File: src/rtl/fetch_queue_if.sv
// Handshake bundle between the fetch response path, the instruction queue
// and the decoder. The queue connects through the slave modport; the
// producer/consumer side (fetch plus decoder, or a bench) uses master.
interface fetch_queue_if #(
    parameter int XLEN = 32
);
    logic            in_valid_i;
    logic            in_ready_o;
    logic [XLEN-1:0] in_pc_i;
    logic [31:0]     in_data_i;
    logic            in_fault_i;

    logic            out_valid_o;
    logic            out_ready_i;
    logic [XLEN-1:0] out_pc_o;
    logic [31:0]     out_data_o;
    logic            out_fault_o;

    modport slave (
        input  in_valid_i, in_pc_i, in_data_i, in_fault_i, out_ready_i,
        output in_ready_o, out_valid_o, out_pc_o, out_data_o, out_fault_o
    );

    modport master (
        output in_valid_i, in_pc_i, in_data_i, in_fault_i, out_ready_i,
        input  in_ready_o, out_valid_o, out_pc_o, out_data_o, out_fault_o
    );
endinterface

File: src/rtl/fetch_queue.sv
// Instruction fetch queue: a DEPTH-entry circular buffer of {pc, data, fault}
// sitting between the fetch response path and the decoder. The oldest entry
// is presented through a valid/ready handshake; flush_i empties the queue in
// one cycle on a redirect. No bypass: a pushed word is visible the cycle
// after it is accepted.

// Occupancy range checker, kept apart from the datapath.
module fetch_queue_chk #(
    parameter  int DEPTH = 4,
    localparam int CW    = $clog2(DEPTH + 1)
) (
    input  logic          clk_i,
    input  logic          rst_ni,
    input  logic [CW-1:0] count_i
);
    a_count_range: assert property (@(posedge clk_i) disable iff (!rst_ni)
        count_i <= CW'(DEPTH));
endmodule

module fetch_queue #(
    parameter  int DEPTH = 4,
    parameter  int XLEN  = 32,
    localparam int CW    = $clog2(DEPTH + 1),
    localparam int PW    = $clog2(DEPTH)
) (
    input  logic           clk_i,
    input  logic           rst_ni,
    input  logic           flush_i,
    fetch_queue_if.slave   bus,
    output logic [CW-1:0]  count_o
);
    // Entry storage; contents are never cleared, only pointers are reset.
    logic [XLEN-1:0] r_pc_mem    [DEPTH];
    logic [31:0]     r_data_mem  [DEPTH];
    logic            r_fault_mem [DEPTH];

    logic [PW-1:0]   r_wr_ptr;
    logic [PW-1:0]   r_rd_ptr;
    logic [CW-1:0]   r_count;

    logic            w_full;
    logic            w_empty;
    logic            w_push;
    logic            w_pop;

    // Status comes from the registered count only, so in_ready never looks
    // at out_ready: a full queue refuses a push even if it pops this cycle.
    assign w_full  = (r_count == CW'(DEPTH));
    assign w_empty = (r_count == {CW{1'b0}});
    assign w_push  = bus.in_valid_i & ~w_full & ~flush_i;
    assign w_pop   = ~w_empty & bus.out_ready_i & ~flush_i;

    // Pointer and occupancy update; flush wins over any same-cycle push/pop.
    always_ff @(posedge clk_i or negedge rst_ni) begin
        if (!rst_ni) begin
            r_wr_ptr <= {PW{1'b0}};
            r_rd_ptr <= {PW{1'b0}};
            r_count  <= {CW{1'b0}};
        end else if (flush_i) begin
            r_wr_ptr <= {PW{1'b0}};
            r_rd_ptr <= {PW{1'b0}};
            r_count  <= {CW{1'b0}};
        end else begin
            if (w_push) begin
                r_wr_ptr <= r_wr_ptr + PW'(1);
            end
            if (w_pop) begin
                r_rd_ptr <= r_rd_ptr + PW'(1);
            end
            case ({w_push, w_pop})
                2'b10:   r_count <= r_count + CW'(1);
                2'b01:   r_count <= r_count - CW'(1);
                default: r_count <= r_count;
            endcase
        end
    end

    // Write the accepted word into the slot at the write pointer.
    always_ff @(posedge clk_i) begin
        if (w_push) begin
            r_pc_mem[r_wr_ptr]    <= bus.in_pc_i;
            r_data_mem[r_wr_ptr]  <= bus.in_data_i;
            r_fault_mem[r_wr_ptr] <= bus.in_fault_i;
        end
    end

    // Head presentation; fields are forced to zero while nothing is valid so
    // the decoder sees an all-zero (invalid) word.
    always_comb begin
        bus.out_valid_o = ~w_empty;
        bus.in_ready_o  = ~w_full;
        bus.out_pc_o    = {XLEN{1'b0}};
        bus.out_data_o  = 32'h0000_0000;
        bus.out_fault_o = 1'b0;
        if (!w_empty) begin
            bus.out_pc_o    = r_pc_mem[r_rd_ptr];
            bus.out_data_o  = r_data_mem[r_rd_ptr];
            bus.out_fault_o = r_fault_mem[r_rd_ptr];
        end else begin
            bus.out_pc_o    = {XLEN{1'b0}};
            bus.out_data_o  = 32'h0000_0000;
            bus.out_fault_o = 1'b0;
        end
    end

    assign count_o = r_count;

    fetch_queue_chk #(.DEPTH(DEPTH)) u_chk (
        .clk_i   (clk_i),
        .rst_ni  (rst_ni),
        .count_i (r_count)
    );
endmodule

File: src/flat_wrapper.sv
// flat-port wrapper written by rule: the top's interface ports become plain ports
module fetch_queue_flat 
#(
    parameter  int DEPTH = 4,
    parameter  int XLEN  = 32,
    localparam int CW    = $clog2(DEPTH + 1),
    localparam int PW    = $clog2(DEPTH)
)
  (clk_i, rst_ni, flush_i, count_o, bus_in_valid_i, bus_in_pc_i, bus_in_data_i, bus_in_fault_i, bus_out_ready_i, bus_in_ready_o, bus_out_valid_o, bus_out_pc_o, bus_out_data_o, bus_out_fault_o);
  fetch_queue_if #(.XLEN(XLEN)) bus_i ();
  input  logic clk_i;
  input  logic rst_ni;
  input  logic flush_i;
  output logic [CW-1:0] count_o;
  input wire logic [$bits(bus_i.in_valid_i)-1:0] bus_in_valid_i;
  input wire logic [$bits(bus_i.in_pc_i)-1:0] bus_in_pc_i;
  input wire logic [$bits(bus_i.in_data_i)-1:0] bus_in_data_i;
  input wire logic [$bits(bus_i.in_fault_i)-1:0] bus_in_fault_i;
  input wire logic [$bits(bus_i.out_ready_i)-1:0] bus_out_ready_i;
  output wire logic [$bits(bus_i.in_ready_o)-1:0] bus_in_ready_o;
  output wire logic [$bits(bus_i.out_valid_o)-1:0] bus_out_valid_o;
  output wire logic [$bits(bus_i.out_pc_o)-1:0] bus_out_pc_o;
  output wire logic [$bits(bus_i.out_data_o)-1:0] bus_out_data_o;
  output wire logic [$bits(bus_i.out_fault_o)-1:0] bus_out_fault_o;
  assign bus_i.in_valid_i = bus_in_valid_i;
  assign bus_i.in_pc_i = bus_in_pc_i;
  assign bus_i.in_data_i = bus_in_data_i;
  assign bus_i.in_fault_i = bus_in_fault_i;
  assign bus_i.out_ready_i = bus_out_ready_i;
  assign bus_in_ready_o = bus_i.in_ready_o;
  assign bus_out_valid_o = bus_i.out_valid_o;
  assign bus_out_pc_o = bus_i.out_pc_o;
  assign bus_out_data_o = bus_i.out_data_o;
  assign bus_out_fault_o = bus_i.out_fault_o;
  fetch_queue #(.DEPTH(DEPTH), .XLEN(XLEN)) u_core (.clk_i(clk_i), .rst_ni(rst_ni), .flush_i(flush_i), .bus(bus_i), .count_o(count_o));
endmodule
File: config.mk
export PLATFORM = sky130hd
export DESIGN_NAME = fetch_queue_flat
export DESIGN_NICKNAME = d
export VERILOG_FILES = /design/src/rtl/fetch_queue_if.sv /design/src/rtl/fetch_queue.sv /design/src/flat_wrapper.sv
export SDC_FILE = /design/constraint.sdc
export NUM_CORES = 1
export LEC_CHECK = 0
export CORE_MARGIN = 5
export CORE_UTILIZATION = 55
export CTS_CLUSTER_DIAMETER = 40
export DETAILED_ROUTE_END_ITERATION = 16
export PLACE_DENSITY_LB_ADDON = 0.1
export SLEW_MARGIN = 25
export SYNTH_ARGS = -nofsm -noshare
export SYNTH_HDL_FRONTEND = slang
export SYNTH_HIERARCHICAL = 1
export SYNTH_SLANG_ARGS = --single-unit
export TNS_END_PERCENT = 5
File: constraint.sdc
create_clock -name clk_i -period 3.18 [get_ports clk_i]
set_input_delay 0.954 -clock clk_i [delete_from_list [all_inputs] [get_ports clk_i]]
set_output_delay 0.954 -clock clk_i [all_outputs]
set_load 0.05 [all_outputs]
**After elaboration in Yosys (flattened, before gate mapping)**

Memories as Yosys holds them, arrays and structs flattened.
Cells that the tools add are included.

- Register bits: 7
- Memory bits (writable): 260
- Input port bits: 70
- Logic and storage cells: 35
- Memories kept: 3

- $add $sub $neg: 4
- Equal/unequal tests: 3
- Mux-type cells: 11
- Bitwise operators: 7
- Reductions and logical operators: 4

Memories:

| name | words | bits a word | read ports | clocked after memory_dff | wr ports | RTL line | text |
|---|---|---|---|---|---|---|---|
| u_core.r_data_mem | 4 | 32 | 1 | 0 | 1 | fetch_queue.sv:34 | `logic [31:0] r_data_mem [DEPTH];` |
| u_core.r_pc_mem | 4 | 32 | 1 | 0 | 1 | fetch_queue.sv:33 | `logic [XLEN-1:0] r_pc_mem [DEPTH];` |
| u_core.r_fault_mem | 4 | 1 | 1 | 0 | 1 | fetch_queue.sv:35 | `logic r_fault_mem [DEPTH];` |

Operator list:

| cell | count |
|---|---|
| $mux W32 | 2 |
| $mux W2 | 4 |
| $pmux W3 S2 | 1 |
| $add A2 B1 Y2 const B | 2 |
| $and A1 B1 Y1 | 4 |
| $reduce_bool A2 Y1 | 2 |
| $add A3 B1 Y3 const B | 1 |
| $eq A3 B3 Y1 const B | 1 |
| $logic_not A3 Y1 | 1 |
| $mux W1 | 3 |
| $mux W3 | 1 |
| $not A1 Y1 | 3 |
| $reduce_bool A3 Y1 | 1 |
| $sub A3 B1 Y3 const B | 1 |
| $eq A2 B1 Y1 const B | 1 |
| $eq A2 B2 Y1 const B | 1 |

**Logic depth before layout (Yosys ltp)**

- Depth after elaboration: 7
- Gate-level depth with buffers: 7

**Worst setup path after synthesis**

OpenSTA, ideal clock, no wires.

- Kind: register -> register
- Start point: reg u_core.r_count[1], in the netlist u_core/count_o[1]
- End point: mem u_core.r_data_mem[0][0] (enable)
- Library setup time: 430 ps
- Data arrival time: 3072 ps
- Data required time: 2750 ps
- Path slack: -322 ps
- Cell stages (with the launch flop): 5
- Path buffers: 1
- Clock period less this slack: 3502 ps
- Cells stage by stage: dfrtp_1 > buf_2 > nor3b_1 > inv_1 > and3_1

- Longest elaborated chain between the ends: 6

Ends and longest elaborated chain:

| what | RTL line | text |
|---|---|---|
| start, declared | fetch_queue.sv:39 | `logic [CW-1:0] r_count;` |
| start signal, assigned | fetch_queue.sv:58 | `r_count <= {CW{1'b0}};` |
| start signal, assigned | fetch_queue.sv:62 | `r_count <= {CW{1'b0}};` |
| start signal, assigned | fetch_queue.sv:71 | `2'b10: r_count <= r_count + CW'(1);` |
| $eq A3 B3 Y1 | fetch_queue.sv:48 | `assign w_full = (r_count == CW'(DEPTH));` |
| $not A1 Y1 | n/a |  |
| net bus_in_ready_o | flat_wrapper.sv:20 | `output wire logic [$bits(bus_i.in_ready_o)-1:0] bus_in_ready_o;` |
| $and A1 B1 Y1 (2 in series) | fetch_queue.sv:50 | `assign w_push = bus.in_valid_i & ~w_full & ~flush_i;` |
| $mux W1 | fetch_queue.sv:80 | `if (w_push) begin` |
| $mux W1 (implied by the code) | fetch_queue.sv:82 | `r_data_mem[r_wr_ptr] <= bus.in_data_i;` |
| end, declared | fetch_queue.sv:34 |  |

The timed path passes the listed nets, and every way through them passes these cells.

**Worst setup path after layout**

- Start point: reg u_core.r_rd_ptr[1]
- End point: out bus_out_pc_o[31]

- Longest elaborated chain between the ends: 2

Ends and longest elaborated chain:

| what | RTL line | text |
|---|---|---|
| start, declared | fetch_queue.sv:38 | `logic [PW-1:0] r_rd_ptr;` |
| start signal, assigned | fetch_queue.sv:57 | `r_rd_ptr <= {PW{1'b0}};` |
| start signal, assigned | fetch_queue.sv:61 | `r_rd_ptr <= {PW{1'b0}};` |
| start signal, assigned | fetch_queue.sv:68 | `r_rd_ptr <= r_rd_ptr + PW'(1);` |
| $mem_v2 Z4 W32 | n/a |  |
| $mux W32 | fetch_queue.sv:95 | `if (!w_empty) begin` |
| end, declared | flat_wrapper.sv:22 | `output wire logic [$bits(bus_i.out_pc_o)-1:0] bus_out_pc_o;` |

No other way between the ends.

==> summary.txt <==
Layout
  – Number of diodes: 0
  – Layout Area Growth over Synthesis: 30.1%
  – Final core utilization: 72.6%
  – Post-layout nets: slightly above 700
  – Filler cells: ~1,100
  – Area of the multi-input gates: 2230 um2
  – Fraction of layout cells with a size suffix above 1: between 30 and 40%
  – Register area: about 8000 um2

Logic synthesis
  – Post-synth ARST share: 2.62%
  – Leading area contributor after synthesis: edfxtp_1
  – Synth warn: 6
  – Synth cell types: 38
  – Number of synthesized register bits: approximately 270
  – Synth Flop Type: edfxtp_1
  – Ranking of synthesized cells by area: edfxtp_1 75%, mux4_2 14%, and2_1 3.9%, dfrtp_1 1.7%, buf_12 0.77%
  – Syn avg cell area: 21.8 um2
  – Mapped Area: approximately 10,000 um2
  – Synthesized netlist cell count: about 480
  – Sequential area share after synthesis: 76.7%
  – Synth Net Count: roughly 550
  – Post-synth EDFFs: 260
  – Synth top area share: between 70% and 80%

Placement
  – IO Port Bufs: 139
  – HPWL Detailed: between 10,000 and 15,000 um
  – Worst slack, placed: about 0.18 ns
  – Routability Congestion: approximately 0.7

Power
  – Internal: roughly 0.0079 W
  – Comb pwr share: 29.3%
  – Switch share: between 20 and 30%
  – Clk pwr share: between 30% and 40%
  – Reg power frac: 36.5%
  – Leak: 4.53 nW
  – Sw power: 0.00331 W
  – Power per cell area: 826 nW/um2
  – Peak VDD IR: about 640 uV
  – Design Power: 0.0112 W

Global routing
  – Total GRT Usage: between 10% and 20%
  – Largest net degree at the start of global routing: 49
  – Vias in the first global route: slightly below 6,000
  – Antenna violations before repair: 2
  – GRT overflow: 0
  – First-pass GRT wire length: 31,600 um

Drt
  – Vias per std cell: ~5.7
  – First DRT Iteration DRCs: around 220
  – Residual DRC count: 0
  – Via count: roughly 5,100
  – TritonRoute pass-1 iters: 4
  – Antenna-violating nets left: 0
  – Routed wire length: between 15,000 and 20,000 um
  – Drt wl/cell: between 20 and 25 um

Worst setup path
  – Type of the worst setup path: flop to output pin
  – Setup crit end kind: output pin
  – CP max FO: 25
  – Worst EP required: 2.23 ns
  – CP arrival: roughly 2.2 ns
  – Worst reg2reg path depth: 6
  – CP startpoint kind: flop

Floorplan
  – Chip Width: around 150 um
  – Die Ht: ~150 um
  – Row count: 50
  – Num ports: 140
  – Die area: 21,800 um2
  – Core area: 18,600 um2
  – Initial Utilization: a little under three fifths

Timing
  – FMAX: around 0.32 GHz
  – Slew @ Worst Pin: between 0.4 and 0.5 ns
  – RSZ-0062 raised after global routing: yes
  – Fin. Hold Viols: 0
  – Worst setup margin: 0.0658 ns
  – Endpoints failing setup: 0
  – Max-slew headroom: 66.7%
  – Final Max Tran Viols: 0
  – WHS: roughly 0.61 ns
  – Tcrit/Tclk final: 97.9%
  – Clock skew: 0.0133 ns
  – Period minus WS final: 3.11 ns

Clock tree
  – CTS Sinks: 267
  – TritonCTS clock tree: yes
  – CTS Buf Count: 34
  – Clk pin slew, worst setup/hold paths: approximately 0.05 ns
  – CTS max path bufs: 3
  – H-Tree Depth: 2
  – Clk_lat worst skew: approximately 0.5 ns
  – Clock Root Buffer: clkbuf_16

Min path
  – Hold Path Class: flop to flop
  – Hold path depth: 2

Job
  – Max-Cap Viols: 0

Run status
  – Status: finished, final reports clean
## worst paths after layout
| kind | from | endpoint | slack (ns) |
|---|---|---|---|
| max | u_core/r_rd_ptr[1] | bus_out_pc_o[31] | 0.07 |
| min | u_core/r_wr_ptr[0] | u_core/r_wr_ptr[0] | 0.61 |
| max reg2reg | u_core/count_o[1] | u_core/count_o[1] | 0.86 |
| min reg2reg | u_core/r_wr_ptr[0] | u_core/r_wr_ptr[0] | 0.61 |
| max in group asynchronous | rst_ni | u_core/r_rd_ptr[0] | 2.15 |
| min in group asynchronous | rst_ni | u_core/r_rd_ptr[1] | 0.74 |
## per-stage QoR
step | cells | TNS (ns) | instance area (um2)
detailed placement | 844 | 0 | 12400
global placement | 844 | 0 | 12400
floorplan | 477 | -62.82 | 10400
global route | 903 | -0.00836 | 13500
finish | 903 | 0 | 13500
CTS | 903 | 0 | 13500
## layout by cell type, fill, tap and decap left out, types with 4 or more instances in the layout
| cell type | instances |
|---|---|
| a21oi_1 | 4 |
| buf_4 | 52 |
| and3_4 | 4 |
| edfxtp_1 | 260 |
| clkbuf_16 | 35 |
| bufinv_16 | 6 |
| clkinv_2 | 4 |
| mux4_2 | 65 |
| inv_1 | 5 |
| and2_1 | 65 |
| ha_1 | 4 |
| clkbuf_1 | 4 |
| clkdlybuf4s50_1 | 72 |
| nor2_1 | 5 |
| clkinv_1 | 5 |
| buf_12 | 34 |
## power by group through the flow
stage | clock, W | combinational (W) | sequential (W)
after floorplan | 0 | 0.00210 | 0.00413
after detailed placement | 0 | 0.00329 | 0.00417
final | 0.00382 | 0.00327 | 0.00408
after global placement | 0 | 0.00325 | 0.00416
after global routing | 0.00408 | 0.00344 | 0.00409
after CTS | 0.00391 | 0.00333 | 0.00408
## per-layer routing
layer / GRT usage (%) / wire length, um / vias up
met3: 5.06 / 1260 / 37
li1: - / - / 2279
met1: 24.4 / 7940 / 2629
met4: 6.10 / 449 / 4
met2: 31.3 / 10100 / 159
met5: 0 / 19 / -
## state kept, by name, indices dropped and copies added, names as in the netlist
register	cells
u_core/r_data_mem	128
u_core/r_pc_mem	128
u_core/r_fault_mem	4
u_core/count_o	3
u_core/r_rd_ptr	2
u_core/r_wr_ptr	2
## synth_stat cells (2+ instances only)
library cell and count:
edfxtp_1 260, and2_1 65, mux4_2 65, buf_2 11
clkbuf_1 10, dfrtp_1 7, inv_1 5, nor2_1 5
a21oi_1 4, and3_1 4, buf_12 4, ha_1 4
nand2_1 3, nand3_1 3, nand2b_1 2, o21ai_0 2
xor2_1 2
## area by class of cell
cell class / instances / share of cell area [%]
Inverter: 5 / 0.139
Sequential cell: 267 / 59.1
Clock buffer: 39 / 6.58
Multi-Input combinational cell: 177 / 16.5
Tap cell: 234 / 2.16
Clock inverter: 19 / 1.86
Timing Repair Buffer: 162 / 13.7
## worst max-delay path: stages, from the launching register on
cell and delay [ns]:
dfrtp_4 0.71, buf_12 0.25, mux4_2 0.35, and2_1 0.21
buf_12 0.15
## cells by family after synthesis
| family | Yosys count | synth area share, % |
|---|---|---|
| fa+ha+maj | 5 | 0.673 |
| compound gates | 17 | 1.17 |
| mux | 66 | 14.2 |
| simple gates | 86 | 4.95 |
| xor+xnor | 3 | 0.253 |
| flops | 267 | 76.7 |
| buf+inv | 33 | 2.06 |
## timing repair
action,in CTS,in global routing
setup endpoints to repair,65,4
hold buffers,0,0
buffers inserted,1,0
gates resized for setup,6,1
pin swaps,0,0
(Power assumes the default switching activity.)
